`config.mk`:
```
export PLATFORM = sky130hd
export DESIGN_NAME = sram_rr_arbiter
export DESIGN_NICKNAME = d
export VERILOG_FILES = /design/src/rtl/sram_arb_pkg.sv /design/src/rtl/sram_rr_arbiter_pick.sv /design/src/rtl/sram_rr_arbiter.sv
export SDC_FILE = /design/constraint.sdc
export NUM_CORES = 1
export LEC_CHECK = 0
export ABC_AREA = 0
export ABC_CLOCK_PERIOD_IN_PS = 5850
export CORE_ASPECT_RATIO = 0.8
export CORE_UTILIZATION = 41
export DETAILED_ROUTE_END_ITERATION = 8
export MAX_ROUTING_LAYER = met4
export PLACE_DENSITY = 0.88
export SLEW_MARGIN = 10
export SYNTH_ARGS = -nofsm -noshare
export SYNTH_HDL_FRONTEND = slang
export SYNTH_SLANG_ARGS = --single-unit
export TNS_END_PERCENT = 5
```
`constraint.sdc`:
```
create_clock -name clk -period 5.85 [get_ports clk]
set_clock_uncertainty 0.15 [all_clocks]
set_input_delay 0.585 -clock clk [delete_from_list [all_inputs] [get_ports clk]]
set_output_delay 0.585 -clock clk [all_outputs]
set_load 0.05 [all_outputs]
```
`src/rtl/sram_arb_pkg.sv`:
```
// Shared types and constants for the SRAM round-robin arbiter.
package sram_arb_pkg;

  typedef enum logic {
    ST_ARB   = 1'b0,
    ST_BURST = 1'b1
  } arb_state_t;

  localparam logic OP_RD = 1'b0;
  localparam logic OP_WR = 1'b1;

  localparam int unsigned PERF_W = 32;

endpackage

```
`src/rtl/sram_rr_arbiter_pick.sv`:
```
// Combinational round-robin pick: first requesting index at or after ptr,
// returned both one-hot and as an index.
module rr_priority_pick #(
  parameter int unsigned NREQ = 4,
  parameter int unsigned IW   = 2
) (
  input  logic [NREQ-1:0] req,
  input  logic [IW-1:0]   ptr,
  output logic [NREQ-1:0] gnt,
  output logic [IW-1:0]   idx,
  output logic            found
);

  logic [IW-1:0] cand;

  always_comb begin
    gnt   = '0;
    idx   = '0;
    found = 1'b0;
    cand  = '0;
    for (int unsigned k = 0; k < NREQ; k++) begin
      cand = IW'((32'(ptr) + k) % NREQ);
      if (!found && req[cand]) begin
        gnt[cand] = 1'b1;
        idx       = cand;
        found     = 1'b1;
      end
    end
  end

endmodule

```
`src/rtl/sram_rr_arbiter.sv`:
```
// Round-robin arbiter sharing one single-port SRAM between NREQ requesters,
// with bounded burst lock. Optional counters under SRAM_ARB_PERF_CNT_EN.
module sram_rr_arbiter
  import sram_arb_pkg::*;
#(
  parameter int unsigned NREQ      = 4,
  parameter int unsigned WIDTH     = 32,
  parameter int unsigned DEPTH     = 32,
  parameter int unsigned BURST_MAX = 4,
  localparam int unsigned AW = $clog2(DEPTH),
  localparam int unsigned IW = (NREQ > 1) ? $clog2(NREQ) : 1,
  localparam int unsigned BW = $clog2(BURST_MAX + 1)
) (
  input  logic                  clk,
  input  logic                  rst,
  input  logic [NREQ-1:0]       req,
  input  logic [NREQ-1:0]       req_we,
  input  logic [NREQ-1:0]       req_lock,
  input  logic [NREQ*AW-1:0]    req_addr,
  input  logic [NREQ*WIDTH-1:0] req_wdata,
  output logic [NREQ-1:0]       gnt,
  output logic [NREQ-1:0]       rvalid,
  output logic [WIDTH-1:0]      rdata,
  output logic                  sram_ren,
  output logic                  sram_wen,
  output logic [AW-1:0]         sram_addr,
  output logic [WIDTH-1:0]      sram_d,
  input  logic [WIDTH-1:0]      sram_q
`ifdef SRAM_ARB_PERF_CNT_EN
  ,
  output logic [NREQ*PERF_W-1:0] perf_gnt,
  output logic [NREQ*PERF_W-1:0] perf_wait_max
`endif
);

  arb_state_t      state, state_nxt;
  logic [IW-1:0]   ptr, ptr_nxt, owner, owner_nxt;
  logic [BW-1:0]   beat_cnt, beat_nxt;
  logic [NREQ-1:0] pick_gnt;
  logic [IW-1:0]   pick_idx;
  logic            pick_found;
  logic [IW-1:0]   win;
  logic            win_any;
  logic [AW-1:0]   addr_hold;
  logic [WIDTH-1:0] d_hold;
  logic            rd_pend;
  logic [IW-1:0]   rd_owner;

  function automatic logic [IW-1:0] inc_wrap(input logic [IW-1:0] i);
    return (32'(i) == NREQ - 1) ? '0 : IW'(i + 1'b1);
  endfunction

  rr_priority_pick #(.NREQ(NREQ), .IW(IW)) u_pick (
    .req  (req),
    .ptr  (ptr),
    .gnt  (pick_gnt),
    .idx  (pick_idx),
    .found(pick_found)
  );

  // Grants are suppressed while reset is held so nothing reaches the SRAM.
  always_comb begin
    state_nxt = state;
    ptr_nxt   = ptr;
    owner_nxt = owner;
    beat_nxt  = beat_cnt;
    gnt       = '0;
    win       = pick_idx;
    win_any   = 1'b0;
    if (rst) begin
      unique case (state)
        ST_ARB: begin
          if (pick_found) begin
            gnt     = pick_gnt;
            win_any = 1'b1;
            if (req_lock[pick_idx] && BURST_MAX > 1) begin
              state_nxt = ST_BURST;
              owner_nxt = pick_idx;
              beat_nxt  = BW'(1);
            end else begin
              ptr_nxt = inc_wrap(pick_idx);
            end
          end
        end
        ST_BURST: begin
          win = owner;
          if (req[owner]) begin
            gnt[owner] = 1'b1;
            win_any    = 1'b1;
            beat_nxt   = beat_cnt + BW'(1);
          end
          if (!req[owner] || !req_lock[owner] || (32'(beat_cnt) + 32'd1 >= BURST_MAX)) begin
            state_nxt = ST_ARB;
            ptr_nxt   = inc_wrap(owner);
            beat_nxt  = '0;
          end
        end
      endcase
    end
  end

  always_comb begin
    sram_ren  = win_any && (req_we[win] == OP_RD);
    sram_wen  = win_any && (req_we[win] == OP_WR);
    sram_addr = win_any ? req_addr[32'(win)*AW +: AW] : addr_hold;
    sram_d    = win_any ? req_wdata[32'(win)*WIDTH +: WIDTH] : d_hold;
  end

  always_ff @(posedge clk or negedge rst) begin
    if (!rst) begin
      state     <= ST_ARB;
      ptr       <= '0;
      owner     <= '0;
      beat_cnt  <= '0;
      addr_hold <= '0;
      d_hold    <= '0;
      rd_pend   <= 1'b0;
      rd_owner  <= '0;
    end else begin
      state    <= state_nxt;
      ptr      <= ptr_nxt;
      owner    <= owner_nxt;
      beat_cnt <= beat_nxt;
      if (win_any) begin
        addr_hold <= sram_addr;
        d_hold    <= sram_d;
      end
      rd_pend  <= sram_ren;
      rd_owner <= win;
    end
  end

  always_comb begin
    rvalid = '0;
    rdata  = '0;
    if (rd_pend) begin
      rvalid[rd_owner] = 1'b1;
      rdata            = sram_q;
    end
  end

`ifdef SRAM_ARB_PERF_CNT_EN
  logic [NREQ*PERF_W-1:0] wait_cur;

  always_ff @(posedge clk or negedge rst) begin
    if (!rst) begin
      perf_gnt      <= '0;
      perf_wait_max <= '0;
      wait_cur      <= '0;
    end else begin
      for (int unsigned i = 0; i < NREQ; i++) begin
        if (gnt[i] && (perf_gnt[i*PERF_W +: PERF_W] != '1))
          perf_gnt[i*PERF_W +: PERF_W] <= perf_gnt[i*PERF_W +: PERF_W] + 1'b1;
        if (req[i] && !gnt[i]) begin
          if (wait_cur[i*PERF_W +: PERF_W] != '1) begin
            wait_cur[i*PERF_W +: PERF_W] <= wait_cur[i*PERF_W +: PERF_W] + 1'b1;
            if (wait_cur[i*PERF_W +: PERF_W] >= perf_wait_max[i*PERF_W +: PERF_W])
              perf_wait_max[i*PERF_W +: PERF_W] <= wait_cur[i*PERF_W +: PERF_W] + 1'b1;
          end
        end else begin
          wait_cur[i*PERF_W +: PERF_W] <= '0;
        end
      end
    end
  end
`endif

endmodule

```
==> results of run 1 <==
==> per-layer routing <==
layer	global-route usage (%)	wire, µm
met2	53.2	8520
met3	4.43	1270
met4	5.70	153
met1	31.9	6280
met5	-	0
==> logic make-up after synthesis <==
kind of cell             after synthesis
adder cells (fa/ha/maj)               13
buffers and inverters                 53
XOR/XNOR                               1
AND/OR/NAND/NOR                      169
multiplexers                          53
AO/OA/AOI/OAI                        149
flip-flops                            48
==> synth_stat cells (2+ instances only) <==
| cell type | number |
|---|---|
| mux2_2 | 6 |
| nand4_1 | 2 |
| mux4_2 | 6 |
| inv_1 | 6 |
| o211ai_1 | 3 |
| nand2_1 | 14 |
| nor3_1 | 4 |
| a21oi_1 | 3 |
| nor3b_1 | 3 |
| ha_1 | 13 |
| a221oi_1 | 4 |
| buf_2 | 14 |
| nand3_1 | 5 |
| buf_6 | 2 |
| nor2_1 | 54 |
| a211oi_1 | 75 |
| or2_2 | 3 |
| nor2b_1 | 6 |
| a22oi_1 | 4 |
| and2_1 | 36 |
| dfrtp_1 | 48 |
| and3b_1 | 2 |
| mux2i_1 | 40 |
| clkbuf_1 | 27 |
| a2111oi_2 | 30 |
| buf_4 | 4 |
| and3_1 | 39 |
| o21ai_0 | 12 |
| a2111oi_0 | 7 |
==> worst max-delay path by stage <==
stage                       to  depth (start not counted)  slack [ps]
finish              sram_d[20]                          9         500
global route        sram_d[19]                         11         230
CTS                 sram_d[20]                         11         570
detailed placement  sram_d[20]                         10         750
global placement    sram_d[19]                          8         900
floorplan           sram_d[10]                         11        1100
==> cell type report <==
class / instances / area share (%)
sequential: 48 / 16.2
clock buffer: 6 / 1.88
multi-input combinational: 385 / 40.8
timing repair buffer: 284 / 37.9
inverter: 6 / 0.304
clock inverter: 2 / 0.524
tap: 140 / 2.37
==> layout by cell type, fill, tap and decap left out, types with 2 or more instances in the layout <==
cell type	n
inv_1	6
nor2b_1	6
buf_12	4
a221oi_1	4
and2_1	35
and3_1	39
buf_4	29
mux4_2	6
clkbuf_16	5
a2111oi_0	7
nor3b_1	3
o21ai_0	12
a2111oi_2	30
or2_2	3
nand2_1	13
o211ai_1	3
clkdlybuf4s50_1	250
nand4_1	2
nand3_1	5
dfrtp_1	48
nor2_1	53
mux2_2	6
and3b_1	2
mux2i_1	40
a211oi_1	75
ha_1	13
a21oi_1	3
a22oi_1	4
nor3_1	4
==> registers in the layout, indices dropped and copies added (netlist names) <==
name	cells
d_hold	32
addr_hold	5
beat_cnt	3
owner	2
ptr	2
rd_owner	2
rd_pend	1
state	1
==> worst max-delay path, stage by stage (launching register included) <==
cell,delay (ps)
dfrtp_1,640
inv_1,250
ha_1,490
mux2_2,380
o21a_1,150
o31ai_2,350
mux2_4,460
and2_2,680
a211oi_1,170
clkdlybuf4s50_1,750
==> power by group through the flow <==
stage | Sequential (mW) | Combinational [mW] | Clock, mW
2_1_floorplan | 0.564 | 2.79 | 0
3_3_place_gp | 0.600 | 3.79 | 0
3_5_place_dp | 0.609 | 3.86 | 0
4_1_cts | 0.602 | 3.87 | 0.342
5_1_grt | 0.622 | 4.10 | 0.353
6_report | 0.603 | 3.88 | 0.336
==> run metrics, run 1 <==
combinational share of power=80.5%; largest net degree at the start of global routing=40; Reg area=1200 µm²; clock root cell=clkbuf_16; Finished Layout Cells=871; XOR/XNOR share of the synthesized area=0.197%; DRT iter0 DRCs=204; Detailed Route WL=16200 µm; RSZ-0062 raised after global routing=no; worst r2r path cells=9; Max FO, Critical Path=34; DP Area=7230 µm²; Initial Util=42.8%; post-synthesis mux area share=13.9%; library cells used by synthesis=43; cell-internal power=2.10 mW; final net count=937; FF-to-FF setup slack=1640 ps; Critical R2R Capture=d_hold[31]; CP endpoint kind=output pin; Worst-path clk slew=70 ps; drt wl/cell=18.6 µm; Detailed Routing Iterations Pass 1=4; max cap viols=0; Crit path required time=5120 ps; gr usage total=28.2%; cell taking the most area after synthesis=dfrtp_1; Hold WS=104 ps; Simple-Gate Fraction of Synth Area=19.9%; minimum clock period=5350 ps; number of synthesized flops with an enable pin=0; yosys warns=0; Placeable Area=10400 µm²; Detail Placement HPWL=12600 µm; gr ovfl total=0; FMAX=0.187 GHz; DR vias=5032; sequential power share=12.5%; number of antenna violations at the first check in global routing=0; Post-CTS Setup Inserts=0; CTS max path bufs=2; Leakage=2.84 nW; Filler Cells Inserted=797; dpl cells=863; Mapped Area=4450 µm²; Clock H-tree levels=2; IO Count=273; RePlAce Congestion=0.923; CTS tree=done; fraction of layout cells with a size suffix above 1=12.7%; Worst-Margin Slew=733 ps; Die Wd=119 µm; Synth Area in Compound Gates=29.9%; final setup TNS=0 ps; top cell type's share of synthesized area=27.0%; Final Cycle Share=91.5%; final antenna-violating net count=0; Area Overhead vs Synth=66.3%; Syn Area/Cell=9.16 µm²; multi-input logic area=3020 µm²; final routed DRC violation total=0; Post-synth ARST share=100%; clock share of power=7.0%; Synth Register Bits=48; post-synthesis sequential area ratio=27.0%; clock sink count=48; Slew Limit Fails=0; syn_nets=693; Cell Pwr Density=651 nW/µm²; clk_lat worst skew=280 ps; slew margin rel.=51.1%; NetSw=2.72 mW; start point of the critical path=ptr[1]; HP Class=input pin to asynchronous set/reset pin; main combinational cell family by area after synthesis=compound AO/OA/AOI/OAI gates; Finished Core Util=71.2%; worst path arrival time=4610 ps; Total Power=4.82 mW; setup slack after layout=500 ps; die span in y=95.2 µm; port bufs=272; Sw Ratio=56.4%; Primary FF master, synth=dfrtp_1; Setup violations, final=0; total CTS buffers=5; first-pass GRT wire length=24500 µm; leading cell types by total area after synthesis=dfrtp_1 (27%), a211oi_1 (13%), a2111oi_2 (10%), mux2i_1 (9.0%), and3_1 (5.5%); Fin. Hold Viols=0; pre-CTS setup slack=753 ps; Peak VDD IR=0.000431 V; reg2reg start=ptr[1]; Critical Path Start Type=flip-flop; Antenna diodes=0; Die ar.=11300 µm²; hold_buf cts=0; vias per std cell=5.78; critical path class=flip-flop to output pin; status=complete, no violations; Rows=33; cts repair resizes=0; adder-cell share of the synthesized area=3.65%; cell count after synthesis=486; vias in the first global route=4925; Finished Cell Area=7400 µm²
(Power assumes the default switching activity.)
==> inputs of run 2 (changes only) <==
Settings changed: CORE_MARGIN from default to 2, SLEW_MARGIN 10 to 5.
==> run metrics, run 2 (same netlist as run 1, synthesis figures left out) <==
reg2reg start=ptr[1] (unchanged); CP top delay family=buffers and inverters (unchanged); start point of the critical path=ptr[1] (unchanged); Clock H-tree levels=2 (unchanged); critical path's largest stage delay=870 ps (was 750 ps); Worst-path clk slew=60 ps (was 70 ps); Detailed Routing Iterations Pass 1=5 (was 4); gr ovfl total=0 (unchanged); Die ar.=11700 µm² (was 11300 µm²); slew margin rel.=34.5% (was 51.1%); CTS tree=done (unchanged); Rows=34 (was 33); setup slack after layout=485 ps (was 500 ps); cts repair resizes=0 (unchanged); gr usage total=29.1% (was 28.2%); DRT iter0 DRCs=231 (was 204); port bufs=272 (unchanged); Finished Layout Cells=872 (was 871); Crit path required time=5120 ps (about the same); die span in y=97.2 µm (was 95.2 µm); clk_lat worst skew=280 ps (about the same); hold_buf cts=0 (unchanged); vias per std cell=5.77 (was 5.78); crit path cell chain=inv_1 -> ha_1 -> mux4_2 -> o211ai_1 -> o2111a_1 -> o211ai_1 -> nand2_4 -> mux2i_1 -> a211oi_1 -> clkdlybuf4s50_1 (was inv_1 -> ha_1 -> mux2_2 -> o21a_1 -> o31ai_2 -> mux2_4 -> and2_2 -> a211oi_1 -> clkdlybuf4s50_1); RSZ-0062 raised after global routing=no (unchanged); Worst-Margin Slew=980 ps (was 733 ps); FF-to-FF setup slack=1590 ps (was 1640 ps); CTS max path bufs=2 (unchanged); Antenna diodes=0 (unchanged); Slew Limit Fails=0 (unchanged); minimum clock period=5360 ps (was 5350 ps); Area Overhead vs Synth=64.3% (was 66.3%); critical path class=flip-flop to output pin (unchanged); Detailed Route WL=16800 µm (was 16200 µm); Hold WS=179 ps (was 104 ps); Leakage=2.81 nW (was 2.84 nW); Filler Cells Inserted=868 (was 797); first-pass GRT wire length=26400 µm (was 24500 µm); Initial Util=41.5% (was 42.8%); Max FO, Critical Path=44 (was 34); dpl cells=866 (was 863); most frequent cells in the layout=clkdlybuf4s50_1 (246), a211oi_1 (75), nor2_1 (53) (was clkdlybuf4s50_1 (250), a211oi_1 (75), nor2_1 (53)); Critical Path Start Type=flip-flop (unchanged); RePlAce Congestion=0.919 (was 0.923); number of antenna violations at the first check in global routing=0 (unchanged); multi-input logic area=3020 µm² (unchanged); DR vias=5029 (was 5032); Detail Placement HPWL=13000 µm (was 12600 µm); Setup violations, final=0 (unchanged); final antenna-violating net count=0 (unchanged); Post-CTS Setup Inserts=0 (unchanged); commonest non-fill, non-tap cell in the layout=clkdlybuf4s50_1 (unchanged); crit path max-delay cell type=clkdlybuf4s50_1 (unchanged); max cap viols=0 (unchanged); clock root cell=clkbuf_16 (unchanged); drt wl/cell=19.2 µm (was 18.6 µm); final setup TNS=0 ps (unchanged); IO Count=273 (unchanged); largest net degree at the start of global routing=45 (was 40); Reg area=1200 µm² (unchanged); FMAX=0.186 GHz (was 0.187 GHz); Critical R2R Capture=d_hold[17] (was d_hold[31]); status=complete, no violations (unchanged); vias in the first global route=5187 (was 4925); Cell Pwr Density=646 nW/µm² (was 651 nW/µm²); CP endpoint kind=output pin (unchanged); worst path arrival time=4630 ps (was 4610 ps); Finished Cell Area=7320 µm² (was 7400 µm²); HP Class=input pin to asynchronous set/reset pin (unchanged); max reg flops=32 (unchanged); Crit path top cell by count=o211ai_1; total CTS buffers=5 (unchanged); pre-CTS setup slack=731 ps (was 753 ps); final net count=936 (was 937); final routed DRC violation total=0 (unchanged); largest registers=d_hold: 32 flops, addr_hold: 5 flops, beat_cnt: 3 flops (unchanged); fraction of layout cells with a size suffix above 1=12.9% (was 12.7%); Fin. Hold Viols=0 (unchanged); WP buf/inv=2 (unchanged); clock sink count=48 (unchanged); DP Area=7160 µm² (was 7230 µm²); Final Cycle Share=91.7% (was 91.5%); Die Wd=121 µm (was 119 µm); Placeable Area=10700 µm² (was 10400 µm²); worst r2r path cells=9 (unchanged); most flop-heavy register=d_hold (unchanged); Peak VDD IR=0.000419 V (was 0.000431 V)
## run 2: cell types whose count changed in the layout (fill, tap and decap cells not counted)
cell             delta
buf_4               +7
buf_12              -4
clkdlybuf4s50_1     -4
clkbuf_8            -1
clkinv_4            -1
## run 2: where the power goes
part           total [mW]  switching (mW)  internal [mW]
Sequential          0.604           0.101          0.503
Clock               0.314           0.117          0.197
Combinational        3.81            2.50           1.31
Total                4.73            2.71           2.01
## run 2: routing by layer
layer | vias to the layer above | GRT usage (%) | share of wire (%)
met5 | - | - | 0
met4 | 0 | 10.4 | 3.3
met3 | 39 | 5.87 | 8.3
met2 | 269 | 49.2 | 50
met1 | 2355 | 34.4 | 39
li1 | 2366 | - | -
## run 2: worst max-delay path by stage
stage	endpoint	slack [ps]	cells past startpoint
4_1_cts	sram_d[19]	490	10
2_1_floorplan	sram_d[10]	1100	11
5_1_grt	sram_d[19]	130	10
3_5_place_dp	sram_d[19]	730	9
6_report	sram_d[19]	490	10
3_3_place_gp	sram_d[20]	890	8
## run 2: through the flow
| step | utilization, % | power, mW |
|---|---|---|
| 2_1_floorplan | - | 3.36 |
| 6_report | 68.3 | 4.73 |
| 3_5_place_dp | 66.8 | 4.41 |
| 4_1_cts | 68.3 | 4.73 |
| 5_1_grt | 68.3 | 5.02 |
| 3_3_place_gp | 66.8 | 4.31 |
## run 2: area by class of cell
cell class / instances / share of cell area [%]
flip-flops and latches: 48 / 16.4
repair buffers: 283 / 37.4
clock buffers: 5 / 1.71
inverters: 6 / 0.308
multi-input cells: 385 / 41.3
clock inverters: 1 / 0.410
well taps: 144 / 2.46
## run 2: worst reg2reg max path: stages, from the launching register on
cell and delay, ps:
dfrtp_1 630, inv_1 250, ha_1 490, mux2_2 390
o21a_1 150, o31ai_2 360, mux2_4 450, and2_2 640
buf_4 450, a211oi_1 180
